===== config.mk =====
export PLATFORM = sky130hd
export DESIGN_NAME = vec_store_tracer
export DESIGN_NICKNAME = d
export VERILOG_FILES = /design/src/rtl/tracer_pkg.sv /design/src/rtl/trace_fifo.sv /design/src/rtl/vec_store_tracer.sv
export SDC_FILE = /design/constraint.sdc
export NUM_CORES = 1
export LEC_CHECK = 0
export ABC_AREA = 1
export BUFFER_PORTS_ARGS = -buffer_cell sky130_fd_sc_hd__buf_2
export CAP_MARGIN = 5
export CORE_AREA = 2 2 287 289
export DETAILED_ROUTE_END_ITERATION = 6
export DIE_AREA = 0 0 289 291
export HOLD_SLACK_MARGIN = 0.02
export PLACE_DENSITY = 0.71
export SKIP_CTS_REPAIR_TIMING = 1
export SLEW_MARGIN = 20
export SYNTH_ARGS = -nofsm -noshare
export SYNTH_HDL_FRONTEND = slang
export SYNTH_SLANG_ARGS = --single-unit

===== constraint.sdc =====
create_clock -name clk -period 5.9 [get_ports clk]
set_input_delay 1.18 -clock clk [delete_from_list [all_inputs] [get_ports clk]]
set_output_delay 1.18 -clock clk [all_outputs]
set_load 0.05 [all_outputs]

===== src/rtl/tracer_pkg.sv =====
// Shared types for the vector-ASIP store tracer: capture filter modes and the
// {addr,data} trace entry layout as seen by the host dump path.
package tracer_pkg;

  localparam int TR_ADDR_W = 16;
  localparam int TR_DATA_W = 48;

  typedef enum logic [1:0] {
    TR_ALL     = 2'd0,
    TR_NONZERO = 2'd1,
    TR_CHANGE  = 2'd2,
    TR_ADDR0   = 2'd3
  } tr_mode_e;

  // Entry layout at the default widths; address occupies the MSBs.
  typedef struct packed {
    logic [TR_ADDR_W-1:0] addr;
    logic [TR_DATA_W-1:0] data;
  } trace_entry_t;

endpackage


===== src/rtl/trace_fifo.sv =====
// Synchronous FIFO with registered storage, occupancy count and full/empty flags.
// The caller guarantees push only when a slot is free (or freed by a same-cycle pop).
module trace_fifo #(
  parameter int WIDTH = 64,
  parameter int DEPTH = 16
) (
  input  logic                     clk,
  input  logic                     reset,
  input  logic                     push,
  input  logic [WIDTH-1:0]         push_data,
  input  logic                     pop,
  output logic [WIDTH-1:0]         head,
  output logic [$clog2(DEPTH):0]   level,
  output logic                     full,
  output logic                     empty
);

  localparam int PTR_W = $clog2(DEPTH);
  localparam int LVL_W = PTR_W + 1;

  logic [WIDTH-1:0] mem [DEPTH];
  logic [PTR_W-1:0] wr_ptr;
  logic [PTR_W-1:0] rd_ptr;

  // NOTE: storage is deliberately not reset; empty masks stale contents on head.
  always_ff @(posedge clk) begin
    if (push) mem[wr_ptr] <= push_data;
  end

  // NOTE: all state uses non-blocking assignments so every register sees pre-edge values.
  always_ff @(posedge clk) begin
    if (reset) begin
      wr_ptr <= '0;
      rd_ptr <= '0;
      level  <= '0;
    end else begin
      if (push) wr_ptr <= wr_ptr + PTR_W'(1);
      if (pop)  rd_ptr <= rd_ptr + PTR_W'(1);
      case ({push, pop})
        2'b10:   level <= level + LVL_W'(1);
        2'b01:   level <= level - LVL_W'(1);
        default: level <= level;
      endcase
    end
  end

  assign empty = (level == '0);
  assign full  = (level == LVL_W'(DEPTH));
  assign head  = empty ? '0 : mem[rd_ptr];

endmodule


===== src/rtl/vec_store_tracer.sv =====
// Captures data-memory store events through a selectable filter into a FIFO and
// drains them over valid/ready; stores that find the FIFO full are counted.
module vec_store_tracer
  import tracer_pkg::*;
#(
  parameter int ADDR_W = TR_ADDR_W,
  parameter int DATA_W = TR_DATA_W,
  parameter int DEPTH  = 16,
  parameter int DROP_W = 8
) (
  input  logic                      clk,
  input  logic                      reset,
  input  logic                      st_valid,
  input  logic [ADDR_W-1:0]         st_addr,
  input  logic [DATA_W-1:0]         st_data,
  input  logic                      cap_en,
  input  logic [1:0]                mode,
  output logic                      out_valid,
  input  logic                      out_ready,
  output logic [ADDR_W+DATA_W-1:0]  out_data,
  output logic [$clog2(DEPTH):0]    level,
  output logic                      full,
  output logic [DROP_W-1:0]         drop_cnt
);

  localparam int ENT_W = ADDR_W + DATA_W;

  tr_mode_e         mode_e;
  logic [ENT_W-1:0] entry;
  logic [ENT_W-1:0] last_cap;
  logic             filter_pass;
  logic             cand;
  logic             push;
  logic             pop;
  logic             drop;
  logic             fifo_empty;

  assign mode_e = tr_mode_e'(mode);
  assign entry  = {st_addr, st_data};

  // NOTE: default assigned first so no path through the case can infer a latch.
  always_comb begin
    filter_pass = 1'b0;
    case (mode_e)
      TR_ALL:     filter_pass = 1'b1;
      TR_NONZERO: filter_pass = (st_addr != '0) && (st_data != '0);
      TR_CHANGE:  filter_pass = (entry != last_cap);
      TR_ADDR0:   filter_pass = (st_addr == '0);
      default:    filter_pass = 1'b0;
    endcase
  end

  // A pop in the same cycle frees the head slot, so a full FIFO can still accept.
  assign cand      = st_valid & cap_en & filter_pass;
  assign out_valid = ~fifo_empty;
  assign pop       = out_valid & out_ready;
  assign push      = cand & (~full | pop);
  assign drop      = cand & full & ~pop;

  always_ff @(posedge clk) begin
    if (reset) begin
      last_cap <= '0;
      drop_cnt <= '0;
    end else begin
      if (push) last_cap <= entry;
      if (drop && (drop_cnt != '1)) drop_cnt <= drop_cnt + DROP_W'(1);
    end
  end

  trace_fifo #(
    .WIDTH (ENT_W),
    .DEPTH (DEPTH)
  ) u_fifo (
    .clk       (clk),
    .reset     (reset),
    .push      (push),
    .push_data (entry),
    .pop       (pop),
    .head      (out_data),
    .level     (level),
    .full      (full),
    .empty     (fifo_empty)
  );

endmodule


======== After elaboration in Yosys (flattened, before gate mapping) ========
Memory sizes are Yosys's and may differ from the RTL's. A register that Yosys moved wholly into a read port is not among the register bits.
Index checks and enable logic that the tools add are counted.
word-level totals
  register bits ........................... 85
  memory bits (writable) .................. 1024
  output and inout port bits .............. 79
  logic and storage cells ................. 44
  memories kept ........................... 1
memories
  name        words  bits a word  rd ports  clocked after memory_dff  write ports  RTL line          source
  u_fifo.mem  16     64           1         1                         1            trace_fifo.sv:21  logic [WIDTH-1:0] mem [DEPTH];
operators by class
  add/sub/neg operators ................... 5
  equality and inequality tests ........... 8
  mux-type cells .......................... 7
  bitwise gates (word level) .............. 10
  reductions and logical operators ........ 8
operators with widths
  kind                                              number
  2-to-1 mux 64 bit                                 1
  != test 64 bit                                    1
  nonzero test 48 bit                               1
  zero test 16 bit                                  1
  nonzero test 16 bit                               1
  one-hot mux 5 bit (2 select lines)                1
  adder 4 x 1 -> 4 bit, second input constant       2
  adder 8 x 1 -> 8 bit, second input constant       1
  2-to-1 mux 4 bit                                  2
  != test 8 bit, second input constant              1
  AND 1 bit                                         6
  == test 2 bit, second input constant              3
  adder 5 x 1 -> 5 bit, second input constant       1
  == test 5 bit, second input constant              1
  zero test 5 bit                                   1
  subtractor 5 x 1 -> 5 bit, second input constant  1
  == test 2 x 1 -> 1 bit, second input constant     2
  one-hot mux 1 bit (4 select lines)                1
  inverter 1 bit                                    3
  logical AND 1 bit                                 2
  zero test 2 bit                                   1
  2-to-1 mux 1 bit                                  2
  nonzero test 2 bit                                1
  bitwise OR 1 bit                                  1

======== Longest topological paths before layout ========
Gate-level depths: netlist of the first run.
  depth in word-level cells ............... 7
  mapped depth ............................ 22

======== By module ========
A second synthesis of the first run with hierarchy kept.
second synthesis, totals
  cell total of the unflattened synthesis .. 4914
  area total of the unflattened synthesis .. 48539.1 sq um
by module, submodules not included
  module            times used  cells an instance  area each (sq um)
  trace_fifo        1           4132               44156.1
  vec_store_tracer  1           782                4383.0

======== Worst setup path before layout of the first run ========
Ideal clock, no wire load.
  kind .................................... input to register
  from .................................... in st_addr[7]
  to ...................................... mem u_fifo.mem[0][0], enable pin
  setup time .............................. 0.486 ns
  data arrival time ....................... 4.945 ns
  data required time ...................... 5.414 ns
  slack ................................... 0.469 ns
  stages on the path ...................... 11
  buffers on the path ..................... 0
  cells stage by stage .................... nor4_1 > nand3_1 > a21oi_1 > nand2_1 > nand2_1 > nand2_2 > inv_2 > nand2_4 > inv_2 > nand2_1 > nor2_1
on the way
  longest elaborated chain between the ends .. 7
  elaborated cells on any way between the ends .. 9
  those cells by class .................... 1 x eq/ne; 3 x mux; 2 x bitwise; 3 x reduce/logical
ends and longest elaborated chain
  element                                                                 RTL line                source
  start: declaration                                                      vec_store_tracer.sv:14  input logic [ADDR_W-1:0] st_addr,
  parallel branches: the longest is 2 deep, another holds != test 64 bit  -
  one-hot mux 1 bit (4 select lines) *                                    vec_store_tracer.sv:44  case (mode_e)
  AND 1 bit *                                                             vec_store_tracer.sv:54  assign cand = st_valid & cap_en & filter_pass;
  AND 1 bit *                                                             vec_store_tracer.sv:57  assign push = cand & (~full | pop);
  2-to-1 mux 1 bit *                                                      trace_fifo.sv:27        if (push) mem[wr_ptr] <= push_data;
  2-to-1 mux 1 bit (not written as such) *                                trace_fifo.sv:27
  end: declaration                                                        trace_fifo.sv:21
Every way passes the cells marked *.

==> results of run 1 <==
[cell type report]
class | instances | share of cell area
diodes | 4 | 0.000201
repair buffers | 211 | 0.0302
multi-input cells | 1988 | 0.205
clock inverters | 52 | 0.0108
flip-flops and latches | 1113 | 0.654
clock buffers | 155 | 0.0615
well taps | 1070 | 0.0269
inverters | 156 | 0.0121
[sequential cells by signal, indices dropped and copies added (netlist names), named ones only]
register and flops:
u_fifo.mem 1024, u_fifo.rd_ptr 4, drop_cnt 8, u_fifo.level 5, last_cap 64, u_fifo.wr_ptr 4
[power groups by stage]
stage	clock (mW)	combinational [mW]	sequential, mW
6_report	6.94	6.05	8.84
5_1_grt	7.30	6.49	8.86
4_1_cts	7.01	6.03	8.84
3_5_place_dp	0	6.00	9.01
3_3_place_gp	0	5.91	9.01
2_1_floorplan	0	4.21	8.98
[worst max-delay path, cell delays in order (launching register included)]
cell	delay, ns
dfxtp_4	0.89
inv_8	0.34
buf_16	0.37
buf_4	0.33
o21ai_0	0.29
o22ai_1	0.16
o211ai_1	0.21
a21oi_1	0.11
buf_2	0.24
[per-layer routing]
metal	GRT usage	up-vias	wire length (um)
met2	0.426	1405	54100
met1	0.370	14500	45400
met3	0.0407	188	9410
met5	0	-	46
met4	0.0791	6	2930
li1	-	13200	-
[final timing paths]
check	depth (start not counted)	to	startpoint	slack, ns
setup / recovery	8	out_data[58]	flop	0.97
hold / removal	2	last_cap[45]	last_cap[45]	0.47
setup reg to reg	20	u_fifo.wr_ptr[3]	last_cap[47]	2.39
hold reg to reg	2	last_cap[45]	last_cap[45]	0.47
[synthesized netlist by cell type, drive strengths merged]
| cell type | n |
|---|---|
| nor2 | 584 |
| nor3 | 8 |
| nand2 | 213 |
| xor2 | 1 |
| inv | 156 |
| o22ai | 82 |
| a31oi | 1 |
| a31o | 1 |
| clkbuf | 190 |
| or2 | 1 |
| buf | 50 |
| dfxtp | 89 |
| o221ai | 174 |
| xnor2 | 4 |
| nor4 | 4 |
| ha | 7 |
| edfxtp | 1024 |
| o21ai | 588 |
| nand4 | 28 |
| a21oi | 143 |
| o21a | 1 |
| fa | 1 |
| o211ai | 83 |
| nand3 | 64 |
[logic make-up after synthesis]
family,after synthesis,share of synthesized area
flip-flops,1113,0.736
AO/OA/AOI/OAI,1073,0.144
AND/OR/NAND/NOR,902,0.0809
buffers and inverters,396,0.0357
adder cells (fa/ha/maj),8,0.00244
XOR/XNOR,5,0.000991
[metrics by stage]
stage,std cells,power [mW],instance area [um2]
global placement,4537,14.9,46200
CTS,4744,21.9,49800
global route,4746,22.6,49800
floorplan,3497,13.2,44200
finish,4749,21.8,49800
detailed placement,4537,15.0,46200
==> impl_results.md, run 1 <==
* Area leader, netlist: edfxtp_1
* Average size of a mapped cell at 12.6 um2
* Seq pwr share at 0.405
* Area delta synth->final at 12.7%
* Max_cap viols at 0
* Maximum vdd drop at 0.000386 V
* Gpl congestion at 0.796
* DP Worst Slack at 1.18 ns
* Fin util at 0.613
* Worst Tran Pin Value at 1.16 ns
* Final setup fails at 0
* Skew-Pair Late Insertion Delay at 0.69 ns
* I/O Buffers at 149
* Worst path required time at 4.72 ns
* Drt total wl at 112000 um
* Num ports at 150
* Setup ws final at 0.967 ns
* Synth unique cells at 31
* Routed vias/inst at 6.16
* Chip Height at 291 um
* Detailed-route DRC error count at 0
* Nets at 3659
* Pwr Density at 438 nW/um2
* Final ANT Viol Nets at 0
* Mean routed wirelength per cell at 23.6 um
* Seq cells post-synth at 1113
* Combinational fraction of design power at 0.277
* Hold Vio Cnt, Final at 0
* DIE WIDTH at 289 um
* Clk pwr share at 0.318
* Skew final at 0.0314 ns
* Total number of vias at 29300
* Period utilization at 0.836
* Final slew viol count at 0
* CP Class: flop to output pin
* Synth top area share at 0.696
* Status: completed
* Post-Synthesis Cells at 3497
* Crit-path max FO at 116
* Highest-count cells in the layout ignoring fill and taps: edfxtp_1 (1024), o21ai_0 (586), nor2_1 (567)
* WHS at 0.469 ns
* Multi-input gate area at 10200 um2
* CTS H-Tree Depth at 3
* Syn. warnings at 0
* Tmin final at 4.93 ns
* TritonCTS buffer count at 110
* HPWL Detailed at 58700 um
* Int Power at 14.2 mW
* Clock transition at path regs at 0.06 ns
* Most common cell after layout, fill and taps aside: edfxtp_1
* DR pass1 iterations at 6
* Fill count at 6116
* Worst hold path class: flop to flop
* Core ar. at 81200 um2
* Total global-route track usage at 0.263
* Vias in the first global route at 28200
* Seq/Total Area, Yosys at 0.736
* Pin count of the biggest net entering global routing at 206
* Syn_nets at 3576
* First-pass GRT wire length at 169000 um
* Worst EP arrival at 3.75 ns
* Max Freq at 203 MHz
* Post-Syn Area at 44200 um2
* RSZ-0062 raised after global routing: no
* Clock Tree Root: clkbuf_16
* GR Overflow Total at 0
* Site Rows at 105
* DRT iter0 DRCs at 3309
* Slew headroom at 0.227
* Clk sinks at 1113
* Starting density of the core at 0.544
* CTS tree: yes
* Layout cells sized above 1 at 0.112
* Largest cells by area after synthesis: edfxtp_1 (70%), o21ai_0 (6.6%), nor2_1 (5.0%)
* CP Capture Type: output pin
* Leakage power at 16.4 nW
* Die ar. at 84100 um2
* Switching share of power at 0.352
* Storage element area at 32500 um2
* Setup TNS at 0 ns
* NetSw at 7.68 mW
* Antenna violations before repair at 4
* Startpoint Class: flop
* Clk buf depth at 3
(Power assumes the default switching activity.)
==> run 2: changes to the inputs <==
Settings changed: PLACE_DENSITY 0.71 to 0.74.
Clock period 5.9 ns to 4.5 ns, I/O delays scaled along.
==> impl_results.md, run 2 (synthesis gave the netlist of run 1 again) <==
* Status: completed (unchanged)
* Mean routed wirelength per cell at 24.6 um (was 23.6 um)
* Total number of vias at 30400 (was 29300)
* Top reg by flops: u_fifo.mem (unchanged)
* Final ANT Viol Nets at 0 (unchanged)
* CP Class: flop to output pin (unchanged)
* Die ar. at 84100 um2 (unchanged)
* Skew final at 0.0354 ns (was 0.0314 ns)
* DIE WIDTH at 289 um (unchanged)
* DR pass1 iterations at 5 (was 6)
* Skew-Pair Late Insertion Delay at 0.69 ns (about the same)
* Antenna violations before repair at 7 (was 4)
* Design area at 50600 um2 (was 49800 um2)
* Highest-count cells in the layout ignoring fill and taps: edfxtp_1 (1024), o21ai_0 (586), nor2_1 (567) (unchanged)
* CTS H-Tree Depth at 3 (unchanged)
* Area delta synth->final at 14.6% (was 12.7%)
* Post-Place Cell Area at 47000 um2 (was 46200 um2)
* Pin count of the biggest net entering global routing at 168 (was 206)
* Maximum vdd drop at 0.000576 V (was 0.000386 V)
* Total global-route track usage at 0.279 (was 0.263)
* Max_cap viols at 0 (unchanged)
* Clk buf depth at 3 (unchanged)
* Starting density of the core at 0.544 (unchanged)
* Final slew viol count at 0 (unchanged)
* CTS tree: yes (unchanged)
* I/O Buffers at 149 (unchanged)
* Fill count at 5969 (was 6116)
* Nets at 3740 (was 3659)
* Clk pwr share at 0.318 (about the same)
* First-pass GRT wire length at 178000 um (was 169000 um)
* Combinational fraction of design power at 0.282 (was 0.277)
* DRT iter0 DRCs at 3903 (was 3309)
* Crit-path max FO at 38 (was 116)
* HPWL Detailed at 66400 um (was 58700 um)
* Worst path required time at 3.60 ns (was 4.72 ns)
* Clock transition at path regs at 0.06 ns (about the same)
* Hold Vio Cnt, Final at 0 (unchanged)
* Worst hold path class: flop to flop (unchanged)
* Leakage power at 16.8 nW (was 16.4 nW)
* Most common cell after layout, fill and taps aside: edfxtp_1 (unchanged)
* Switching share of power at 0.353 (was 0.352)
* Storage element area at 32500 um2 (unchanged)
* Num ports at 150 (unchanged)
* Drt total wl at 118000 um (was 112000 um)
* Worst EP arrival at 3.42 ns (was 3.75 ns)
* CP Capture Type: output pin (unchanged)
* Period utilization at 0.961
* Final setup fails at 0 (unchanged)
* Total power after layout at 29.0 mW (was 21.8 mW)
* GR Overflow Total at 0 (unchanged)
* Slew headroom at 0.274 (was 0.227)
* Pwr Density at 573 nW/um2 (was 438 nW/um2)
* Layout cells sized above 1 at 0.134 (was 0.112)
* Routed vias/inst at 6.29 (was 6.16)
* Clk sinks at 1113 (unchanged)
* Reg2reg setup slack at 1.20 ns (was 2.39 ns)
* Worst Tran Pin Value at 1.09 ns (was 1.16 ns)
* Top Registers: u_fifo.mem x1024, last_cap x64, drop_cnt x8 (unchanged)
* NetSw at 10.2 mW (was 7.68 mW)
* Tmin final at 4.32 ns
* Gpl congestion at 0.823 (was 0.796)
* Vias in the first global route at 29200 (was 28200)
* Site Rows at 105 (unchanged)
* Detailed-route DRC error count at 0 (unchanged)
* Core ar. at 81200 um2 (unchanged)
* TritonCTS buffer count at 108 (was 110)
* Chip Height at 291 um (unchanged)
* Int Power at 18.8 mW (was 14.2 mW)
* Multi-input gate area at 10200 um2 (unchanged)
* Fin util at 0.623 (was 0.613)
* Seq pwr share at 0.400 (was 0.405)
* Max Freq at 231 MHz
* Max reg flops at 1024 (unchanged)
* RSZ-0062 raised after global routing: no (unchanged)
* Clock Tree Root: clkbuf_16 (unchanged)
* Startpoint Class: flop (unchanged)
run 2: cell types whose count changed in the layout (fill, tap and decap cells not counted), moves of 4 or more:
cell / delta
clkinv_2: +8
bufinv_16: +5
clkinv_8: -4
clkbuf_8: -5
clkbuf_1: -19
clkinv_1: +5
buf_12: +11
clkinv_4: +4
buf_4: +72
run 2: final cells by class:
type                            instances  share of cell area
Sequential cell                      1113               0.643
Multi-Input combinational cell       1988               0.201
Clock buffer                          130              0.0573
Timing Repair Buffer                  294              0.0448
Tap cell                             1070              0.0265
Clock inverter                         72              0.0150
Inverter                              156              0.0119
Antenna cell                            1           0.0000494
run 2: per-layer routing:
metal  up-vias  routed length, um  GRT usage
li1      13300                  -          -
met1     15000              45600      0.389
met2      1806              57000      0.447
met3       234              12100     0.0473
met4         8               3620     0.0998
met5         -                166          0
run 2: power groups by stage:
stage               Combinational (mW)  Sequential (mW)  Clock, mW
floorplan                         5.52             11.8          0
global placement                  7.93             11.8          0
detailed placement                8.07             11.8          0
CTS                               8.14             11.6       9.28
global route                      8.75             11.6       9.69
finish                            8.18             11.6       9.22
run 2: final timing paths:
kind | end | start | cells after the start
worst max-delay path | out_data[62] | flop | 6
worst min-delay path | last_cap[23] | last_cap[23] | 2
worst max register to register | last_cap[18] | last_cap[33] | 18
worst min register to register | last_cap[23] | last_cap[23] | 2
run 2: stage by stage:
step / setup WS, ns / instances / setup TNS [ns] / hold slack (ns)
CTS: 0.245 / 4823 / 0 / 0.466
detailed placement: 0.206 / 4621 / 0 / 0.456
global route: 0.0760 / 4823 / 0 / 0.482
global placement: 0.293 / 4620 / 0 / 0.446
floorplan: -0.703 / 3497 / -716.88 / 0.436
finish: 0.177 / 4824 / 0 / 0.466
run 2: worst max-delay path, cell delays in order, from the launching register on:
cell and delay, ns:
dfxtp_4 0.73, clkinv_2 0.62, buf_12 0.40, o221ai_1 0.11, nand3_1 0.10, a21oi_1 0.43
buf_2 0.36
